### src/rtl/reg_dump_reader_if.sv
// Register-file read port plus the (index, value) dump stream of reg_dump_reader.
// master = the dump engine, slave = register file / stream consumer side.
interface reg_dump_reader_if #(
  parameter int ADDR_W = 5,
  parameter int DATA_W = 32
);
  logic [ADDR_W-1:0] rd_addr;
  logic [DATA_W-1:0] rd_data;
  logic              dump_valid;
  logic              dump_ready;
  logic [ADDR_W-1:0] dump_addr;
  logic [DATA_W-1:0] dump_data;
  logic              dump_last;

  modport master (
    output rd_addr,
    input  rd_data,
    output dump_valid,
    input  dump_ready,
    output dump_addr,
    output dump_data,
    output dump_last
  );

  modport slave (
    input  rd_addr,
    output rd_data,
    input  dump_valid,
    output dump_ready,
    input  dump_addr,
    input  dump_data,
    input  dump_last
  );
endinterface

### src/rtl/reg_dump_reader.sv
// Debug read-out engine: walks the register file one index at a time through a
// spare read port and streams each captured (index, value) pair over valid/ready.
module reg_dump_reader #(
  parameter int NUM_REGS = 32,
  parameter int ADDR_W   = 5,
  parameter int DATA_W   = 32
) (
  input  logic               clk,
  input  logic               reset_n,
  input  logic               start,
  input  logic               abort,
  output logic               busy,
  output logic               done,
  reg_dump_reader_if.master  bus
);

  typedef enum logic [1:0] {IDLE, READ, SEND, DONE} state_t;

  localparam logic [ADDR_W-1:0] LAST_IDX = ADDR_W'(NUM_REGS - 1);

  state_t            state_reg, state_next;
  logic [ADDR_W-1:0] idx_reg, idx_next;
  logic [ADDR_W-1:0] dump_addr_reg, dump_addr_next;
  logic [DATA_W-1:0] dump_data_reg, dump_data_next;

  always_ff @(posedge clk or negedge reset_n) begin
    if (!reset_n) begin
      state_reg     <= IDLE;
      idx_reg       <= '0;
      dump_addr_reg <= '0;
      dump_data_reg <= '0;
    end else begin
      state_reg     <= state_next;
      idx_reg       <= idx_next;
      dump_addr_reg <= dump_addr_next;
      dump_data_reg <= dump_data_next;
    end
  end

  always_comb begin
    state_next     = state_reg;
    idx_next       = idx_reg;
    dump_addr_next = dump_addr_reg;
    dump_data_next = dump_data_reg;
    case (state_reg)
      IDLE: begin
        idx_next = '0;
        if (start && !abort) state_next = READ;
      end
      READ: begin
        // Capture happens here so a later register-file write cannot disturb the beat.
        dump_addr_next = idx_reg;
        dump_data_next = bus.rd_data;
        state_next     = SEND;
      end
      SEND: begin
        if (bus.dump_ready) begin
          if (idx_reg == LAST_IDX) begin
            state_next = DONE;
          end else begin
            idx_next   = idx_reg + 1'b1;
            state_next = READ;
          end
        end
      end
      DONE: begin
        idx_next   = '0;
        state_next = IDLE;
      end
      default: begin
        idx_next   = '0;
        state_next = IDLE;
      end
    endcase
    // A beat handshaking on the abort edge is already counted by the consumer.
    if (abort && state_reg != IDLE) begin
      state_next = IDLE;
      idx_next   = '0;
    end
  end

  // idx_reg is a register, so the read address is registered as well.
  assign bus.rd_addr    = idx_reg;
  assign bus.dump_valid = (state_reg == SEND);
  assign bus.dump_addr  = dump_addr_reg;
  assign bus.dump_data  = dump_data_reg;
  assign bus.dump_last  = (state_reg == SEND) && (dump_addr_reg == LAST_IDX);
  assign busy           = (state_reg != IDLE);
  assign done           = (state_reg == DONE);

endmodule

### src/flat_wrapper.sv
// flat-port wrapper written by rule: the top's interface ports become plain ports
module reg_dump_reader_flat 
#(
  parameter int NUM_REGS = 32,
  parameter int ADDR_W   = 5,
  parameter int DATA_W   = 32
)
  (clk, reset_n, start, abort, busy, done, bus_rd_addr, bus_rd_data, bus_dump_valid, bus_dump_ready, bus_dump_addr, bus_dump_data, bus_dump_last);
  reg_dump_reader_if #(.ADDR_W(ADDR_W), .DATA_W(DATA_W)) bus_i ();
  input  logic clk;
  input  logic reset_n;
  input  logic start;
  input  logic abort;
  output logic busy;
  output logic done;
  output wire logic [$bits(bus_i.rd_addr)-1:0] bus_rd_addr;
  input wire logic [$bits(bus_i.rd_data)-1:0] bus_rd_data;
  output wire logic [$bits(bus_i.dump_valid)-1:0] bus_dump_valid;
  input wire logic [$bits(bus_i.dump_ready)-1:0] bus_dump_ready;
  output wire logic [$bits(bus_i.dump_addr)-1:0] bus_dump_addr;
  output wire logic [$bits(bus_i.dump_data)-1:0] bus_dump_data;
  output wire logic [$bits(bus_i.dump_last)-1:0] bus_dump_last;
  assign bus_rd_addr = bus_i.rd_addr;
  assign bus_i.rd_data = bus_rd_data;
  assign bus_dump_valid = bus_i.dump_valid;
  assign bus_i.dump_ready = bus_dump_ready;
  assign bus_dump_addr = bus_i.dump_addr;
  assign bus_dump_data = bus_i.dump_data;
  assign bus_dump_last = bus_i.dump_last;
  reg_dump_reader #(.NUM_REGS(NUM_REGS), .ADDR_W(ADDR_W), .DATA_W(DATA_W)) u_core (.clk(clk), .reset_n(reset_n), .start(start), .abort(abort), .busy(busy), .done(done), .bus(bus_i));
endmodule
### config.mk
export PLATFORM = sky130hd
export DESIGN_NAME = reg_dump_reader_flat
export DESIGN_NICKNAME = d
export VERILOG_FILES = /design/src/rtl/reg_dump_reader_if.sv /design/src/rtl/reg_dump_reader.sv /design/src/flat_wrapper.sv
export SDC_FILE = /design/constraint.sdc
export NUM_CORES = 1
export LEC_CHECK = 0
export ABC_AREA = 1
export BUFFER_PORTS_ARGS = -buffer_cell sky130_fd_sc_hd__buf_2
export CORE_UTILIZATION = 45
export CTS_CLUSTER_SIZE = 10
export DETAILED_ROUTE_END_ITERATION = 10
export PLACE_DENSITY = 0.76
export SLEW_MARGIN = 20
export SYNTH_ARGS = -nofsm -noshare
export SYNTH_HDL_FRONTEND = slang
export SYNTH_SLANG_ARGS = --single-unit
### constraint.sdc
create_clock -name clk -period 3.98 [get_ports clk]
set_input_delay 0.199 -clock clk [delete_from_list [all_inputs] [get_ports clk]]
set_output_delay 0.199 -clock clk [all_outputs]
set_load 0.01 [all_outputs]
==> results of run 1 <==
layer usage:
| metal | share of wire | vias to the layer above | GRT usage |
|---|---|---|---|
| li1 | - | 664 | - |
| met1 | 0.46 | 655 | 0.204 |
| met2 | 0.46 | 60 | 0.256 |
| met3 | 0.080 | 2 | 0.0548 |
| met4 | 0.0036 | 0 | 0.0479 |
| met5 | 0 | - | 0 |
cell usage in the layout (no fill, tap or decap), types with 2 or more instances in the layout:
cell	instances
buf_2	82
mux2_4	6
dfrtp_1	44
mux2_2	29
nand4_1	2
nor2_1	4
clkbuf_8	6
nand2_1	25
ha_1	5
a21oi_1	2
nand3_1	7
inv_1	9
o21ai_0	4
worst max path at each step:
stage	start	to	slack [ps]
after global placement	u_core.state_reg[1]	u_core.bus.dump_data[11]	2110
after floorplan	u_core.bus.rd_addr[0]	u_core.bus.rd_addr[0]	2530
after detailed placement	u_core.state_reg[1]	u_core.bus.dump_data[3]	2070
after CTS	u_core.state_reg[1]	u_core.bus.dump_data[3]	2060
final	u_core.state_reg[1]	u_core.bus.dump_addr[1]	2100
after global routing	u_core.state_reg[1]	u_core.bus.dump_data[0]	1970
critical path: cells and delay by family (launching register included):
family / cells / cell delay (ps)
adders and majority gates: 1 / 790
buffers and inverters: 1 / 110
muxes: 1 / 420
DFF: 1 / 430
cell families (layout without fill, tap and decap cells):
kind of cell    Yosys count  count (layout)  share of synthesized area
compound gates            6               6                     0.0158
xor+xnor                  1               1                    0.00461
fa+ha+maj                 6               6                     0.0395
buf+inv                  13              99                     0.0375
flops                    44              44                      0.580
mux                      35              35                      0.219
simple gates             42              42                      0.103
power by group through the flow:
stage | Combinational [mW] | Clock (mW) | Sequential [mW]
floorplan | 0.489 | 0 | 0.858
global placement | 0.843 | 0 | 0.762
detailed placement | 0.863 | 0 | 0.767
CTS | 0.862 | 0.288 | 0.761
global route | 0.936 | 0.307 | 0.789
finish | 0.844 | 0.277 | 0.760
metrics by stage:
stage	util	area, µm²	std cells
after floorplan	-	1900	147
after global placement	0.580	2340	275
after detailed placement	0.580	2340	275
after CTS	0.603	2430	283
after global routing	0.603	2430	283
final	0.603	2430	283
final cells by class:
cell class / instances / share of cell area
multi-input cells: 90 / 0.300
clock buffers: 7 / 0.0355
clock inverters: 1 / 0.00309
flip-flops and latches: 44 / 0.453
well taps: 50 / 0.0257
repair buffers: 82 / 0.169
inverters: 9 / 0.0139
==> out/results.txt, run 1 <==
drt first pass iters = 4
share of cells above drive strength 1 = 0.549
f_max = 531 MHz
diodes inserted = 0
clk sinks = 44
Sw Pwr = 0.659 mW
Synth top cells by count = dfrtp_1 (44), mux2_2 (29), nand2_1 (25), inv_1 (9), nand3_1 (7)
Top FF cell, synth = dfrtp_1
count leader, synth = dfrtp_1
critical path startpoint category = flop
initial cell density of the core = 0.471
io pins = 83
synthesized area per cell = 12.9 µm²
relative slew slack = 0.387
max cap viols = 0
Synth area leader = dfrtp_1
Sw Ratio = 0.350
Num CTS Buffers = 5
H-tree depth = 2
Net Count, Synth = 190
register area = 1100 µm²
Post-synth EDFFs = 0
Die W = 67.0 µm
RSZ-0062 raised after global routing = no
Die ar. = 4480 µm²
# hold bufs at CTS = 0
DRT antenna net count = 0
pin count of the biggest net entering global routing = 45
mapped cell area = 1900 µm²
Setup-failing EPs final = 0
fin worst setup slack = 2100 ps
worst stage delay on the critical path = 790 ps
Synth top area share = 0.580
sequential fraction of the synthesis area = 0.580
count of different cell masters after synthesis = 18
Max clock buf depth = 2
max reg flops = 32
vias in the first global route = 1228
worst path required time = 4150 ps
worst r2r src = u_core.state_reg[1]
Clock Skew = 2.63 ps
CTS tree = done
CTS Root Buffer Type = clkbuf_8
fin crit share = 0.473
min Tclk post-route = 1880 ps
IO buf count = 82
row cnt = 23
fillcell total = 353
multi-input logic area = 729 µm²
yosys warns = 0
Async S/R FF share, synth = 1.00
cts repair resizes = 0
Die Y = 67.0 µm
hold_ws = 50.4 ps
CP Cell Sequence = inv_1 -> ha_2 -> mux2_2
status = finished, final reports clean
antenna violations before repair = 0
core area = 4030 µm²
Fin. Hold Viols = 0
Setup CP Type = flop to flop
Worst R2R Path Depth = 3
post-DP HPWL = 2460 µm
DRC = 0
combinational power share = 0.448
Worst-Skew Late Latency = 280 ps
DRT iter0 DRCs = 64
r2r setup slk = 2100 ps
crit path max-delay cell type = ha_2
final wirelength = 3360 µm
Slew @ Worst Pin = 920 ps
CP arrival = 2050 ps
pwr dens = 774 nW/µm²
Sequential Power Share = 0.404
first-pass GRT wire length = 5330 µm
final max-slew violation count = 0
clock-pin slew on the worst setup and hold paths = 80 ps
vias = 1381
Avg Vias per Cell = 4.88
Area growth syn-to-layout = 28.0%
hold crit path type = input pin to async pin
Final #Nets = 275
postcts setup bufs = 0
WL per Instance = 11.9 µm
capturing point of the worst reg2reg path = u_core.bus.dump_addr[1]
P_leak = 1.27 nW
Synth Register Bits = 44
Placer Congestion = 0.777
total grt overflow = 0
Peak VDD IR = 329 µV
Post-Place Worst Slack = 2070 ps
Clk network pwr share = 0.147
Critical Path Fanout Max = 39
Total Power = 1.88 mW
Global Route Usage Sum = 0.161
total internal power = 1.22 mW
dominant cells by area after synthesis = dfrtp_1 (58%), mux2_2 (17%), nand2_1 (4.9%)
Setup TNS = 0 ps
Synth Instances = 147
CP Capture Type = flop
Note: power is estimated with default switching activity, not from simulation.
==> run 2: changes to the inputs <==
--- a/config.mk
+++ b/config.mk
@@ -5,12 +5,12 @@
 export SDC_FILE = /design/constraint.sdc
 export NUM_CORES = 1
 export LEC_CHECK = 0
-export ABC_AREA = 1
+export ABC_AREA = 0
 export BUFFER_PORTS_ARGS = -buffer_cell sky130_fd_sc_hd__buf_2
-export CORE_UTILIZATION = 45
+export CORE_UTILIZATION = 42
 export CTS_CLUSTER_SIZE = 10
 export DETAILED_ROUTE_END_ITERATION = 10
-export PLACE_DENSITY = 0.76
+export PLACE_DENSITY = 0.75
 export SLEW_MARGIN = 20
 export SYNTH_ARGS = -nofsm -noshare
 export SYNTH_HDL_FRONTEND = slang
==> constraint.sdc (replaced) <==
create_clock -name clk -period 1.6 [get_ports clk]
set_input_delay 0.08 -clock clk [delete_from_list [all_inputs] [get_ports clk]]
set_output_delay 0.08 -clock clk [all_outputs]
set_load 0.01 [all_outputs]
==> run 2 against run 1 <==
Against the previous run:
- utilization up 4.0 points
- critical path type unchanged
- worst hold slack worse by 33 ps
- clock power rose to 3.5 times the previous value
- sequential power up 130%
- clock skew up 5.3 ps
- the flow now finishes with violations (negative setup slack)
- cell count down 3.2%
- area after synthesis down 2.0%
- non-clock buffer count up 16
==> out/results.txt, run 2 <==
status = complete, but fails checks
failing checks = negative setup slack
fin crit share = 1.00
Fin. Hold Viols = 0
placed inst area = 2410 µm²
IO buf count = 82
Final #Nets = 267
Post-Place Cells = 260
total grt overflow = 0
DRT antenna net count = 0
Worst-Skew Late Latency = 290 ps
CP arrival = 1780 ps
Worst R2R Path Depth = 6
worst r2r src = u_core.bus.rd_addr[0]
Critical Path Most Common Cell = ha_4
Global Route Usage Sum = 0.172
max cap viols = 0
Die W = 68.6 µm
CP Cell Sequence = ha_4 -> and3_4 -> ha_4 -> nand3b_4 -> o211a_4 -> mux2_4
relative slew slack = 0.676
Post-Layout Cell Count = 274
min Tclk post-route = 1600 ps
pin count of the biggest net entering global routing = 26
initial cell density of the core = 0.452
synthesized area per cell = 15.1 µm²
most frequent cells in the layout = buf_2 (82), dfrtp_1 (43), mux2_2 (37), buf_4 (9)
Clock Skew = 7.89 ps
CTS Root Buffer Type = clkbuf_8
commonest non-fill, non-tap cell in the layout = buf_2
Synth Area in Adders = 0.0403
CP Capture Type = flop
Synth area leader = dfrtp_1
gr busiest metal = met2
final wirelength = 3910 µm
CP top delay family = flip-flops
post-DP HPWL = 2810 µm
fin worst setup slack = -3.04 ps
Synth top cells by count = dfrtp_1 (44), mux2_2 (38), ha_1 (6), inv_1 (4)
Top FF cell, synth = dfrtp_1
Hold Path Depth = 2
Die ar. = 4700 µm²
xor-xnor portion of the synthesized cell area = 0.00470
worst path required time = 1780 ps
Avg Vias per Cell = 4.94
critical path startpoint category = flop
crit path max-delay cell type = dfrtp_2
mapped cell area = 1860 µm²
Synth Register Bits = 44
GRT met1 Usage = 0.199
Bufs and invs on worst path = 0
Worst Min Path Start = bus_rd_data[28]
pwr dens = 1830 nW/µm²
hold crit path type = input pin to flop
Slew @ Worst Pin = 486 ps
vias = 1354
sequential fraction of the synthesis area = 0.591
core area = 4120 µm²
Post-synth EDFFs = 0
main combinational cell family by area after synthesis = multiplexers
DRC = 0
Setup CP Type = flop to flop
Async S/R FF share, synth = 1.00
clk sinks = 44
Net Count, Synth = 166
DRT iter0 DRCs = 47
RSZ-0062 raised after global routing = yes
drt first pass iters = 4
diodes inserted = 0
Setup-failing EPs final = 1
share of cells above drive strength 1 = 0.665
post-synthesis mux area share = 0.230
first-pass GRT wire length = 5820 µm
row cnt = 23
Area growth syn-to-layout = 42.3%
met2 GRT Util = 0.290
Post-Place Worst Slack = -14.8 ps
Synth top area share = 0.591
Finished Cell Area = 2650 µm²
vias in the first global route = 1297
Max clock buf depth = 2
count leader, synth = dfrtp_1
io pins = 83
CTS tree = done
count of different cell masters after synthesis = 29
yosys warns = 0
r2r setup slk = -3 ps
met3 Use GR = 0.0543
simple-gate portion of the synthesized area = 0.0638
final max-slew violation count = 0
Die Y = 68.6 µm
clock-pin slew on the worst setup and hold paths = 80 ps
P_leak = 1.34 nW
antenna violations before repair = 0
WHS Endpoint = u_core.bus.dump_data[28]
Peak VDD IR = 1000 µV
max reg flops = 32
Layout Utilization = 0.644
Num CTS Buffers = 5
Total Power = 4.83 mW
H-tree depth = 2
dominant cells by area after synthesis = dfrtp_1 (59%), mux2_2 (23%), ha_1 (4.0%)
Synth Instances = 123
f_max = 624 MHz
capturing point of the worst reg2reg path = u_core.bus.rd_addr[0]
worst stage delay on the critical path = 430 ps
WL per Instance = 14.3 µm
Critical Path Fanout Max = 5
Synth Area in Compound Gates = 0.0410
Placer Congestion = 0.774
-- run 2: cell types whose count changed after synthesis, sizes merged, moves of 2 or more --
cell    delta
a22o       +3
nor2       -4
nand3      -7
inv        -5
nor2b      +2
o21ai      -4
mux2       +3
nand2     -25
nand2b     +3
-- run 2: through the flow --
step	hold slack (ps)	setup TNS (ps)
2_1_floorplan	-216	-41.6
3_5_place_dp	71.9	-14.8
6_report	17.6	-3.04
4_1_cts	6.09	-9.12
3_3_place_gp	59.7	0
5_1_grt	3.24	-115
-- run 2: layer usage --
metal | share of wire | up-vias
li1 | - | 639
met1 | 0.40 | 668
met2 | 0.55 | 40
met3 | 0.035 | 7
met4 | 0.016 | 0
met5 | 0 | -
-- run 2: repair_timing --
item,CTS,global route
endpoints found under the hold margin,19,4
resized for setup,4,2
hold buffers,1,4
setup endpoints to repair,4,7
pin swaps,1,2
setup buffers,1,1
-- run 2: layout make-up --
cell class,count,area [µm²]
Clock buffer,5,68.8
Clock inverter,2,60.1
Fill cell,327,1470
Inverter,4,15.0
Multi-Input combinational cell,71,772
Sequential cell,44,1100
Tap cell,50,62.6
Timing Repair Buffer,98,568
-- run 2: worst max path at each step --
stage,from,endpoint,cells after the start
2_1_floorplan,u_core.bus.rd_addr[1],u_core.bus.rd_addr[0],6
4_1_cts,u_core.bus.rd_addr[0],u_core.bus.rd_addr[0],6
3_3_place_gp,u_core.bus.rd_addr[0],u_core.bus.rd_addr[0],6
3_5_place_dp,u_core.bus.rd_addr[1],u_core.bus.rd_addr[0],6
5_1_grt,u_core.bus.rd_addr[1],u_core.bus.rd_addr[2],6
6_report,u_core.bus.rd_addr[0],u_core.bus.rd_addr[0],6
-- run 2: power by group --
group / internal, mW / switching [mW] / total, mW
combinational: 1.11 / 0.980 / 2.09
clock: 0.614 / 0.350 / 0.964
sequential: 1.57 / 0.209 / 1.78
-- run 2: logic make-up after synthesis --
logic type      count (synthesis)
compound gates                  9
xor+xnor                        1
fa+ha+maj                       6
buf+inv                         8
flops                          44
mux                            38
simple gates                   17
==> run 3: changes to the inputs <==
--- a/config.mk
+++ b/config.mk
@@ -7,6 +7,7 @@
 export LEC_CHECK = 0
 export ABC_AREA = 0
 export BUFFER_PORTS_ARGS = -buffer_cell sky130_fd_sc_hd__buf_2
+export CORE_MARGIN = 1.5
 export CORE_UTILIZATION = 42
 export CTS_CLUSTER_SIZE = 10
 export DETAILED_ROUTE_END_ITERATION = 10
==> run 3 against run 2 <==
Against the previous run:
- the run still ends with negative setup slack left
- sequential share of layout area grew 1.0 points
- sequential power is essentially flat
- wire length shrank 6.5%
- count of clock-buffer cells in the layout grew 2
- die area grew 2.9%
- global-route usage shrank 1.5 points
- critical endpoint unchanged
- design area shrank 2.4%
- cell count grew 0.73%
- combinational power is essentially flat
- via count shrank 0.22%
- critical path type unchanged
- setup slack lost 1.2 ps
==> out/results.txt, run 3 (same netlist as run 2, synthesis figures left out) <==
critical path startpoint category = flop
Max clock buf depth = 2
Num CTS Buffers = 5
Fin. Hold Viols = 0
Sw Pwr = 1.54 mW
share of cells above drive strength 1 = 0.670
Global Route Usage Sum = 0.157
clock-pin slew on the worst setup and hold paths = 80 ps
Die W = 69.6 µm
final max-slew violation count = 0
r2r setup slk = -4 ps
status = complete, but fails checks
Avg Vias per Cell = 4.89
relative slew slack = 0.652
Setup-failing EPs final = 1
initial cell density of the core = 0.431
max reg flops = 32
CP top delay family = flip-flops
row cnt = 24
total grt overflow = 0
DRC = 0
final wirelength = 3660 µm
fin worst setup slack = -4.25 ps
CP Capture Type = flop
combinational power share = 0.456
failing checks = negative setup slack
max cap viols = 0
Die Y = 69.6 µm
commonest non-fill, non-tap cell in the layout = buf_2
CP arrival = 1770 ps
fin crit share = 1.00
Critical Path Fanout Max = 5
pin count of the biggest net entering global routing = 26
f_max = 623 MHz
crit path max-delay cell type = dfrtp_1
most frequent cells in the layout = buf_2 (82), dfrtp_1 (43), mux2_2 (37), buf_4 (12), clkbuf_8 (6)
Clock Skew = 3.88 ps
antenna violations before repair = 0
core area = 4320 µm²
total internal power = 3.04 mW
drt first pass iters = 5
worst stage delay on the critical path = 420 ps
worst path required time = 1770 ps
Finished Cell Area = 2590 µm²
Setup CP Type = flop to flop
Critical Path Most Common Cell = ha_4
Die ar. = 4840 µm²
P_leak = 1.31 nW
first-pass GRT wire length = 6070 µm
Clk network pwr share = 0.155
Slew @ Worst Pin = 522 ps
pwr dens = 1770 nW/µm²
min Tclk post-route = 1600 ps
vias in the first global route = 1359
placed inst area = 2420 µm²
CTS tree = done
RSZ-0062 raised after global routing = yes
H-tree depth = 2
Area growth syn-to-layout = 38.9%
DRT iter0 DRCs = 67
Peak VDD IR = 964 µV
Worst-Skew Late Latency = 280 ps
post-DP HPWL = 2730 µm
WL per Instance = 13.2 µm
Sw Ratio = 0.335
clk sinks = 44
Final #Nets = 266
Placer Congestion = 0.863
io pins = 83
hold crit path type = input pin to flop
Total Power = 4.58 mW
IO buf count = 82
CTS Root Buffer Type = clkbuf_8
Sequential Power Share = 0.389
diodes inserted = 0
CP Cell Sequence = ha_4 -> and3_4 -> ha_4 -> nand3b_4 -> o211a_4 -> mux2_4
Bufs and invs on worst path = 0
DRT antenna net count = 0
vias = 1351
fillcell total = 355
==> run 3: cell count changes in the layout (fill, tap and decap cells not counted) <==
| cell | before | now |
|---|---|---|
| clkbuf_1 | 0 | 1 |
| buf_12 | 2 | 1 |
| clkbuf_8 | 5 | 6 |
| dlygate4sd3_1 | 5 | 2 |
| clkinvlp_4 | 0 | 1 |
| ha_1 | 3 | 4 |
| ha_2 | 1 | 0 |
| buf_4 | 9 | 12 |
| bufinv_16 | 2 | 0 |
==> run 3: what timing repair did <==
action,CTS,global route
gates resized for setup,4,1
gates cloned,0,0
pin swaps,1,3
endpoints found under the setup margin,1,6
setup buffers,1,1
hold buffers,1,1
endpoints found under the hold margin,22,1
==> run 3: area by class of cell <==
type / instances / area, µm² / area share
Clock buffer: 7 / 86.3 / 0.0334
Clock inverter: 1 / 7.51 / 0.00290
Inverter: 4 / 15.0 / 0.00581
Multi-Input combinational cell: 71 / 769 / 0.298
Sequential cell: 44 / 1100 / 0.426
Tap cell: 52 / 65.1 / 0.0252
Timing Repair Buffer: 97 / 541 / 0.209
==> run 3: routing by layer <==
layer | global-route usage | part of all wire | vias to the layer above
met5 | 0 | 0 | -
met4 | 0.0545 | 0.013 | 0
met3 | 0.0378 | 0.035 | 4
met2 | 0.290 | 0.56 | 40
met1 | 0.177 | 0.39 | 667
li1 | - | - | 640
==> run 3: metrics by stage <==
stage               setup TNS, ps   util  std cells  setup slack, ps  hold WS (ps)
global placement                0  0.560        264             28.4          81.2
global route                 -116  0.598        276            -44.6          5.70
detailed placement              0  0.560        264             5.35          91.1
finish                      -4.25  0.598        276            -4.25          23.1
floorplan                   -41.6      -        123            -24.7          -216
CTS                             0  0.593        274             2.63          11.5
==> run 3: worst register-to-register path: stages (launching register included) <==
cell,delay [ps]
dfrtp_1,420
ha_4,170
and3_4,150
ha_4,150
nand3b_4,170
o211a_4,180
mux2_4,250
==> run 3: final timing paths <==
check	startpoint	endpoint	cells past startpoint
worst max register to register	u_core.bus.rd_addr[1]	u_core.bus.rd_addr[0]	6
worst max-delay path	u_core.bus.rd_addr[1]	u_core.bus.rd_addr[0]	6
min in group asynchronous	reset_n	u_core.bus.dump_data[13]	2
worst min-delay path	bus_rd_data[18]	u_core.bus.dump_data[18]	2
worst min register to register	u_core.bus.dump_data[24]	u_core.bus.dump_data[24]	1
max in group asynchronous	reset_n	u_core.bus.dump_data[30]	3
==> run 3: power groups by stage <==
stage	Sequential (mW)	Combinational (mW)	Clock, mW
2_1_floorplan	2.02	1.12	0
3_3_place_gp	1.77	2.06	0
3_5_place_dp	1.80	2.09	0
4_1_cts	1.79	2.11	0.735
5_1_grt	1.85	2.27	0.781
6_report	1.78	2.09	0.710
